**config.mk**
```make
export PLATFORM = sky130hd
export DESIGN_NAME = demux_32by1_4
export DESIGN_NICKNAME = d
export VERILOG_FILES = /design/src/rtl/neuron_pkg.sv /design/src/rtl/demux_slot.sv /design/src/rtl/demux_32by1_4.sv
export SDC_FILE = /design/constraint.sdc
export NUM_CORES = 1
export LEC_CHECK = 0
export CORE_ASPECT_RATIO = 2
export CORE_UTILIZATION = 47
export CTS_CLUSTER_SIZE = 14
export DETAILED_ROUTE_END_ITERATION = 10
export PLACE_DENSITY = 0.88
export SLEW_MARGIN = 20
export SYNTH_ARGS = -nofsm -noshare
export SYNTH_HDL_FRONTEND = slang
export SYNTH_SLANG_ARGS = --single-unit
export TNS_END_PERCENT = 1
```
**constraint.sdc**
```tcl
create_clock -name clk -period 9.08 [get_ports clk]
set_input_delay 1.362 -clock clk [delete_from_list [all_inputs] [get_ports clk]]
set_output_delay 1.362 -clock clk [all_outputs]
set_load 0.005 [all_outputs]
```
**src/rtl/neuron_pkg.sv**
```systemverilog
// Shared types for the neuron fan-out path: word width, lane count, lane select
// and the per-lane slot state encoding.
package neuron_pkg;
    localparam int WORD_W    = 32;
    localparam int NUM_LANES = 4;

    typedef logic [WORD_W-1:0] word_t;
    typedef logic [1:0]        lane_sel_t;

    typedef enum logic {
        SLOT_EMPTY = 1'b0,
        SLOT_FULL  = 1'b1
    } slot_state_t;
endpackage

```
**src/rtl/demux_slot.sv**
```systemverilog
// One output lane: a 1-entry valid/ready holding register plus a saturating
// count of words handed to the consumer. Slot state is exported for debug.
module demux_slot
    import neuron_pkg::*;
#(
    parameter int DATA_W = WORD_W,
    parameter int CNT_W  = 16
) (
    input  logic              clk,
    input  logic              rst,
    input  logic              i_load,
    input  logic [DATA_W-1:0] i_data,
    input  logic              i_ready,
    output slot_state_t       o_state,
    output logic [DATA_W-1:0] o_data,
    output logic [CNT_W-1:0]  o_count
);
    localparam logic [CNT_W-1:0] CNT_MAX = '1;

    slot_state_t       r_state;
    slot_state_t       w_next_state;
    logic              w_drain;
    logic [DATA_W-1:0] r_data;
    logic [CNT_W-1:0]  r_count;

    assign w_drain = (r_state == SLOT_FULL) && i_ready;

    always_comb begin
        w_next_state = r_state;
        case (r_state)
            SLOT_EMPTY: if (i_load) w_next_state = SLOT_FULL;
            // A drain with a same-edge refill keeps the slot full.
            SLOT_FULL:  if (w_drain && !i_load) w_next_state = SLOT_EMPTY;
            default:    w_next_state = SLOT_EMPTY;
        endcase
    end

    always_ff @(posedge clk or posedge rst) begin
        if (rst) begin
            r_state <= SLOT_EMPTY;
            r_data  <= '0;
            r_count <= '0;
        end else begin
            r_state <= w_next_state;
            if (i_load) begin
                r_data <= i_data;
            end
            if (w_drain && (r_count != CNT_MAX)) begin
                r_count <= r_count + 1'b1;
            end
        end
    end

    assign o_state = r_state;
    assign o_data  = r_data;
    assign o_count = r_count;
endmodule

```
**src/rtl/demux_32by1_4.sv**
```systemverilog
// Registered 1-to-4 word distributor: each input word goes to the lane named by
// in_sel; only the selected lane can stall the input.
module demux_32by1_4
    import neuron_pkg::*;
#(
    parameter int DATA_W = WORD_W,
    parameter int CNT_W  = 16
) (
    input  logic                                  clk,
    input  logic                                  rst,
    input  logic                                  in_valid,
    output logic                                  in_ready,
    input  lane_sel_t                             in_sel,
    input  logic [DATA_W-1:0]                     in_data,
    output logic [NUM_LANES-1:0]                  out_valid,
    input  logic [NUM_LANES-1:0]                  out_ready,
    output logic [NUM_LANES-1:0][DATA_W-1:0]      out_data,
    output logic [NUM_LANES-1:0][CNT_W-1:0]       out_count
);
    // Handshake: a transfer happens on a rising edge where valid && ready;
    // valid never depends on ready, and a held word stays put until taken.
    slot_state_t          w_state [NUM_LANES];
    logic [NUM_LANES-1:0] w_load;

    assign in_ready = !out_valid[in_sel] || out_ready[in_sel];

    for (genvar g = 0; g < NUM_LANES; g++) begin : g_lane
        assign w_load[g] = in_valid && in_ready && (in_sel == lane_sel_t'(g));

        demux_slot #(
            .DATA_W (DATA_W),
            .CNT_W  (CNT_W)
        ) u_slot (
            .clk     (clk),
            .rst     (rst),
            .i_load  (w_load[g]),
            .i_data  (in_data),
            .i_ready (out_ready[g]),
            .o_state (w_state[g]),
            .o_data  (out_data[g]),
            .o_count (out_count[g])
        );

        assign out_valid[g] = (w_state[g] == SLOT_FULL);
    end
endmodule
```
# After elaboration in Yosys (flattened, before gate mapping)
# Index checks and enable logic that the tools add are counted.
[classes] addsub=4 magnitude_cmp=1 eq_ne=7 muxes=16 n_bitwise=4 n_reduce_logical=24
[op_table] op="adder 16 x 1 -> 16 bit (second input constant)" count=4
[op_table] op="!= test 16 bit (second input constant)" count=4
[op_table] op="logical AND 1 bit" count=17
[op_table] op="two-way mux 1 bit" count=10
[op_table] op="case mux 1 bit (2 select lines)" count=4
[op_table] op="logical NOT 1 bit" count=5
[op_table] op="binary-select mux 1 bit (select 2 bit)" count=2
[op_table] op="equality test 2 bit (second input constant)" count=2
[op_table] op="NOT 1 bit" count=4
[op_table] op="less-than comparator 2 x 3 -> 1 bit (second input constant)" count=1
[op_table] op="equality test 2 x 1 -> 1 bit (second input constant)" count=1
[op_table] op="logical NOT 2 bit" count=1
[op_table] op="logical OR 1 bit" count=1
[word_totals] reg_bits=196 in_bits=41 out_inout_bits=197 elab_cells=68

# Longest topological paths before layout
# Gate-level depths: netlist (run 1).
[logic_depth] ltp_word=10 ltp_mapped=6 depth_no_buf=5

# Modules after synthesis
# Synthesis (run 1) repeated with hierarchy kept, for this count alone.
[hier_totals] cells_unflattened=597 area_unflattened_um2=8239.2
[modules_own_cells] module="demux_slot" instances=4 cells_each=147 area_each_um2=2034.5 seq_area_each_um2=1226.2
[modules_own_cells] module="demux_32by1_4" instances=1 cells_each=9 area_each_um2=101.3 seq_area_each_um2=0.0

# Worst setup path before layout (run 1)
# OpenSTA, ideal clock, no wires.
[synth_path] kind="input to output" start="input port out_ready[3]" end="output port in_ready" arrival_ns=1.973 required_time_ns=7.718 path_slack_ns=5.745 path_stages=2 n_path_buf=0 path_cell_list="nand2b_1 > mux4_2"
[synth_between] elab_chain_len=3
[synth_rtl] item="from (decl)" line_no="demux_32by1_4.sv:16" text="input logic [NUM_LANES-1:0] out_ready,"
[synth_rtl] item="binary-select mux 1 bit (select 2 bit)" line_no="demux_32by1_4.sv:25" text="assign in_ready = !out_valid[in_sel] || out_ready[in_sel];"
[synth_rtl] item="two-way mux 1 bit (not written as such)" line_no="demux_32by1_4.sv:25"
[synth_rtl] item="logical OR 1 bit" line_no="demux_32by1_4.sv:25"
[synth_rtl] item="to (decl)" line_no="demux_32by1_4.sv:12" text="output logic in_ready,"
# Every way passes these cells. The select of a mux whose other input is x is not followed.

# Worst setup path after layout (run 1)
# Same ends and word-level chain as after synthesis.

==> impl_metrics.csv, run 1 <==
group,metric,value,unit
synthesis,synthesis.instances,585,
synthesis,synth-edff-count,0,
die,ioPinCount,238,
placed_design,place_ws,4.72,ns
global_route,antenna_found_initial,0,
placed_design,numPortBuffers,237,
synthesis,ys_types,43,
sta,drv_slew,0,
sta,max_freq,0.229,GHz
clock_tree,cts-root-buf,"clkbuf_16",
synthesis,syn_avg_cell_area,13.9,sq um
synthesis,yosysMostFrequentCell,"dfrtp_1",
pwr,switching_share,0.257,
sta,rsz0062_at_grt,"no",
critical_path,start_kind,"input port",
critical_path,critPathMaxStageDelay,0.51,ns
clock_tree,cts_htree_levels,4,
final_layout,seqCellArea,4900,sq um
final_layout,drive_above_1_share,0.216,
critical_path,critical_path_buf_inv_count,2,
sta,maxSlewHeadroom,0.357,
critical_path,crit_chain,"clkdlybuf4s50_1 > nand2b_1 > mux4_2 > clkdlybuf4s50_1",
die,start_util,0.481,
die,rows,67,
synthesis,yosys-top-cells-area,"dfrtp_1 61%, mux2_2 19%, xor2_1 2.8%, xnor2_1 2.2%, nand3_1 1.5%",
routing,drt_first_iter_violations,178,
sta,layout_setup_ws,4.72,ns
worst_hold_path,hp-class,"reg -> reg",
pwr,netSwitchingPower,654,uW
routing,ant_nets,0,
clock_tree,cts_tree,"done",
routing,vias_per_cell,5.52,
die,dieArea,17800,sq um
clock_tree,ctsResizeCount,0,
clock_tree,cts_hold_buf,0,
critical_path,critical_path_class,"in -> out",
sta,finalSetupViolations,0,
sta,min_period,4.36,ns
critical_path,path_delay_family,"buffers and inverters",
sta,skew,0.00621,ns
synthesis,ys_async_sr_fraction,1.00,
die,die_h,188,um
pwr,p_seq_frac,0.455,
synthesis,synth_top_area_frac,0.605,
clock_tree,path_clk_slew,0.07,ns
routing,num_vias,5752,
final_layout,fillCellCount,1195,
clock_tree,cts_made_buffers,17,
critical_path,crit_slowest_cell,"mux4_2",
synthesis,synthFlopType,"dfrtp_1",
clock_tree,clk_latency,0.43,ns
pwr,ir_drop,173,uV
sta,min_period_over_period,0.480,
critical_path,cp_max_fo,3,
routing,detail_route.wl_per_cell,19.7,um
synthesis,synth_top_area_cell,"dfrtp_1",
clock_tree,clock_path_buffers,2,
synthesis,synth.net_count,630,
pwr,pwr-share-clk,0.302,
final_layout,area_growth,38.8,%
critical_path,cp.required,7.72,ns
flow_run,cap_viol_max_count,0,
global_route,grt_pass1_wl,32400,um
global_route,grt_pass1_vias,6156,
sta,hold_violations,0,
synthesis,ys_ff_latch,196,
global_route,grt-ovfl-total,0,
pwr,power_per_cell_area,226,nW/um^2
synthesis,synth_warnings,0,
pwr,leakagePower,0.00477,uW
critical_path,cp.arrival,3.00,ns
global_route,grt_max_degree,130,
sta,worst_pin_slew,0.964,ns
clock_tree,cts_sinks,196,
die,fp.coreArea,16800,sq um
sta,holdWs,0.499,ns
final_layout,nNetsFinal,868,
synthesis,ys_top_cells_by_count,"196 x dfrtp_1, 135 x mux2_2, 26 x xor2_1",
clock_tree,postCtsSetupBuffers,0,
pwr,p_int,1890,uW
final_layout,n_antenna_cell,0,
routing,wl,20500,um
sta,finalSetupTns,0,ns
final_layout,final_area,11300,sq um
critical_path,path_common_cell,"clkdlybuf4s50_1",
placed_design,dp_hpwl,14200,um
placed_design,dpl_cell_area,10700,sq um
global_route,track_usage,0.241,
routing,firstDrtPassIters,4,
pwr,pwr-share-comb,0.243,
outcome,status,"completed",
pwr,power.total,2540,uW
critical_path,cp-end-kind,"primary output",
final_layout,multi_input_area,3070,sq um
die,die_width,94.9,um
placed_design,routabilityCongestion,0.843,
synthesis,yosysSeqAreaShare,0.605,
routing,drcViolationCount,0,
synthesis,synth_area,8110,sq um
-- cell type report --
type / instances / area share
Clock buffer: 23 / 0.0416
Clock inverter: 8 / 0.0111
Inverter: 6 / 0.00267
Multi-Input combinational cell: 362 / 0.273
Sequential cell: 196 / 0.436
Tap cell: 207 / 0.0230
Timing Repair Buffer: 240 / 0.213
-- cells in the final DEF, fill, tap and decap left out, types with 3 or more instances in the layout --
master / synthesis / layout
o21ai_0: 5 / 5
xnor2_1: 20 / 20
clkbuf_1: 7 / 4
bufinv_16: 0 / 3
buf_4: 4 / 3
clkbuf_16: 0 / 17
a31oi_1: 6 / 6
and3_1: 7 / 6
and4_1: 12 / 11
nor2_1: 23 / 23
dfrtp_1: 196 / 196
nor3_1: 10 / 10
nor4_1: 8 / 8
a21oi_1: 5 / 5
nand4_1: 19 / 19
mux2_2: 135 / 135
ha_1: 4 / 4
clkdlybuf4s50_1: 0 / 237
nand2_1: 22 / 22
inv_1: 6 / 5
nand3_1: 25 / 25
a41oi_1: 3 / 3
nand2b_1: 4 / 4
nor4b_1: 4 / 4
xor2_1: 26 / 26
nand3b_1: 3 / 3
-- cell families after synthesis --
| group | Yosys count | synth area share |
|---|---|---|
| flip-flops | 196 | 0.605 |
| adder cells (fa/ha/maj) | 4 | 0.00617 |
| AO/OA/AOI/OAI | 25 | 0.0221 |
| AND/OR/NAND/NOR | 150 | 0.108 |
| XOR/XNOR | 46 | 0.0497 |
| buffers and inverters | 27 | 0.0167 |
| multiplexers | 137 | 0.192 |
-- metal layers --
metal / track usage / wire length [um] / up-vias
met4: 0.136 / 951 / 0
met5: 0 / 0 / -
met1: 0.247 / 7020 / 2900
li1: - / - / 2590
met3: 0.0527 / 986 / 56
met2: 0.436 / 11500 / 206
-- sequential cells by signal, summed over array words and instances (netlist names) --
register,cells
g_lane.u_slot.o_count,64
g_lane.u_slot.o_data,128
g_lane.u_slot.o_state,4
-- worst paths after layout --
kind / slack [ns] / cells past startpoint / startpoint / end
max: 4.72 / 4 / out_ready[3] / in_ready
min: 0.50 / 1 / g_lane[0].u_slot.o_count[14] / g_lane[0].u_slot.o_count[14]
max reg2reg: 6.96 / 3 / g_lane[3].u_slot.o_state / g_lane[3].u_slot.o_data[29]
min reg2reg: 0.50 / 1 / g_lane[0].u_slot.o_count[14] / g_lane[0].u_slot.o_count[14]
max in group asynchronous: 6.23 / 3 / rst / g_lane[2].u_slot.o_data[25]
min in group asynchronous: 1.49 / 2 / rst / g_lane[2].u_slot.o_count[2]
-- power groups by stage --
stage	combinational [uW]	clock [uW]	sequential, uW
detailed placement	620	0	1170
finish	617	769	1160
global placement	607	0	1160
global route	659	819	1180
CTS	625	786	1160
floorplan	195	0	1170
-- stage by stage --
stage               instances   util
global placement         1011  0.633
finish                   1042  0.668
detailed placement       1011  0.633
global route             1042  0.668
floorplan                 585      -
CTS                      1042  0.668
-- worst register-to-register path: stages (launching register included) --
cell and delay (ns):
dfrtp_1 0.42, nand2b_1 0.21, and4_2 0.92, mux2_2 0.45
(Power assumes the default switching activity.)
==> run 2, diff against run 1 <==
==> constraint.sdc (replaced) <==
create_clock -name clk -period 4.4 [get_ports clk]
set_input_delay 0.66 -clock clk [delete_from_list [all_inputs] [get_ports clk]]
set_output_delay 0.66 -clock clk [all_outputs]
set_load 0.005 [all_outputs]
==> run 2 against run 1 <==
Compared with the run above: flip-flop and latch count stayed put; design area down 0.38%; die area stayed put; sequential power up 110%; total power grew 100%; sequential share of layout area rose by 0.17 points; combinational power rose by 110%; clock power rose by 86%; clock skew grew 0.0035 ns; count of clock-buffer cells in the layout down 4; worst setup slack got worse by 3.2 ns; highest routed layer unchanged.
==> impl_metrics.csv, run 2 (same netlist as run 1, synthesis figures left out) <==
group,metric,value,unit
outcome,status,"completed",
die,die_h,188,um
critical_path,start_kind,"input port",
global_route,grt_pass1_wl,31500,um
critical_path,cp_max_fo,4,
die,fp.coreArea,16800,sq um
global_route,grt-ovfl-total,0,
final_layout,layout_common_cells,"237 x clkdlybuf4s50_1, 196 x dfrtp_1, 135 x mux2_2",
final_layout,nNetsFinal,868,
clock_tree,postCtsSetupBuffers,0,
placed_design,numPortBuffers,237,
sta,worst_pin_slew,0.973,ns
pwr,p_int,3720,uW
clock_tree,clk_latency,0.43,ns
clock_tree,cts_sinks,196,
pwr,pwr-share-clk,0.280,
final_layout,final_common_cell,"clkdlybuf4s50_1",
sta,drv_slew,0,
clock_tree,clock_path_buffers,2,
critical_path,rr_endpoint,"g_lane[3].u_slot.o_data[16]",
pwr,netSwitchingPower,1380,uW
critical_path,cp.arrival,2.27,ns
global_route,grt_max_degree,184,
global_route,met2_usage,0.432,
global_route,grt_use_met1,0.234,
clock_tree,path_clk_slew,0.07,ns
routing,detail_route.wl_per_cell,19.3,um
critical_path,worstSetupEndpoint,"in_ready",
sta,maxSlewHeadroom,0.352,
global_route,track_usage,0.236,
final_layout,final_area,11200,sq um
sta,hold_violations,0,
final_layout,drive_above_1_share,0.219,
sta,finalSetupViolations,0,
final_layout,area_growth,38.3,%
die,die_width,94.9,um
die,dieArea,17800,sq um
final_layout,fillCellCount,1219,
critical_path,cp-end-kind,"primary output",
pwr,ir_drop,344,uV
pwr,switching_share,0.271,
critical_path,r2r_cells,3,
routing,drt_first_iter_violations,167,
clock_tree,ctsResizeCount,0,
clock_tree,cts_tree,"done",
sta,finalSetupTns,0,ns
critical_path,critical_path_class,"in -> out",
sta,min_period,2.93,ns
pwr,leakagePower,0.00474,uW
die,rows,67,
sta,max_freq,0.342,GHz
worst_hold_path,hp-start,"g_lane[1].u_slot.o_count[12]",
die,start_util,0.481,
sta,holdWs,0.486,ns
routing,drcViolationCount,0,
routing,wl,20100,um
global_route,grt.busiest_layer,"met2",
routing,vias_per_cell,5.53,
clock_tree,cts_made_buffers,17,
placed_design,dpl_cell_area,10700,sq um
worst_hold_path,whs_path_depth,1,
pwr,p_seq_frac,0.470,
pwr,power_per_cell_area,455,nW/um^2
global_route,grtUsageMet3,0.0535,
placed_design,dp_hpwl,14200,um
critical_path,cp.required,3.74,ns
placed_design,routabilityCongestion,0.866,
final_layout,largest_register_ffs,128,
worst_hold_path,hp-class,"reg -> reg",
global_route,antenna_found_initial,1,
clock_tree,cts_hold_buf,0,
pwr,pwr-share-comb,0.249,
routing,ant_nets,0,
critical_path,r2r_start,"g_lane[3].u_slot.o_state",
routing,num_vias,5768,
critical_path,startpoint,"out_ready[1]",
final_layout,finish.utilization,0.665,
sta,skew,0.00967,ns
clock_tree,cts_htree_levels,4,
flow_run,cap_viol_max_count,0,
sta,rsz0062_at_grt,"no",
global_route,grt_pass1_vias,6070,
critical_path,reg2reg_slack,2.32,ns
sta,min_period_over_period,0.665,
routing,firstDrtPassIters,4,
clock_tree,cts-root-buf,"clkbuf_16",
die,ioPinCount,238,
run 2: changes by cell type in the layout (fill, tap and decap cells not counted):
cell        delta
clkinvlp_4     +4
inv_6          +4
clkbuf_8       -1
buf_12         +1
clkinv_4       +1
clkinv_2       -1
clkbuf_1       -3
inv_8          -1
bufinv_16      -3
diode_2        +1
buf_4          -1
run 2: cell type report:
| class | instances | area (sq um) | area share |
|---|---|---|---|
| diodes | 1 | 2.50 | 0.000223 |
| multi-input cells | 362 | 3070 | 0.274 |
| clock inverters | 12 | 96.3 | 0.00859 |
| inverters | 6 | 26.3 | 0.00234 |
| clock buffers | 19 | 443 | 0.0395 |
| repair buffers | 240 | 2410 | 0.215 |
| flip-flops and latches | 196 | 4900 | 0.437 |
| well taps | 207 | 259 | 0.0231 |
run 2: worst min-delay path by stage:
| stage | slack [ns] | to |
|---|---|---|
| after floorplan | 0.48 | g_lane[0].u_slot.o_count[14] |
| after global placement | 0.48 | g_lane[1].u_slot.o_count[12] |
| after detailed placement | 0.48 | g_lane[1].u_slot.o_count[12] |
| after CTS | 0.49 | g_lane[1].u_slot.o_count[12] |
| after global routing | 0.51 | g_lane[1].u_slot.o_count[12] |
| final | 0.49 | g_lane[1].u_slot.o_count[12] |
run 2: power by group through the flow:
stage / registers [uW] / logic [uW] / clock network (uW)
floorplan: 2410 / 402 / 0
global placement: 2400 / 1250 / 0
detailed placement: 2430 / 1280 / 0
CTS: 2390 / 1290 / 1460
global route: 2440 / 1360 / 1530
finish: 2400 / 1270 / 1430
run 2: worst max-delay path: stages:
cell,delay [ns]
clkdlybuf4s50_1,0.46
nand2b_1,0.22
mux4_2,0.47
clkdlybuf4s50_1,0.46
run 2: metrics by stage:
| stage | worst slack (ns) | total power (uW) | std cells |
|---|---|---|---|
| floorplan | 1.21 | 2810 | 585 |
| global placement | 1.49 | 3650 | 1011 |
| detailed placement | 1.45 | 3710 | 1011 |
| CTS | 1.45 | 5150 | 1042 |
| global route | 1.40 | 5330 | 1043 |
| finish | 1.47 | 5100 | 1043 |
run 2: layer usage:
| layer | share of wire | wire (um) |
|---|---|---|
| met1 | 0.34 | 6760 |
| met3 | 0.052 | 1040 |
| met4 | 0.049 | 984 |
| met5 | 0 | 0 |
| met2 | 0.56 | 11400 |
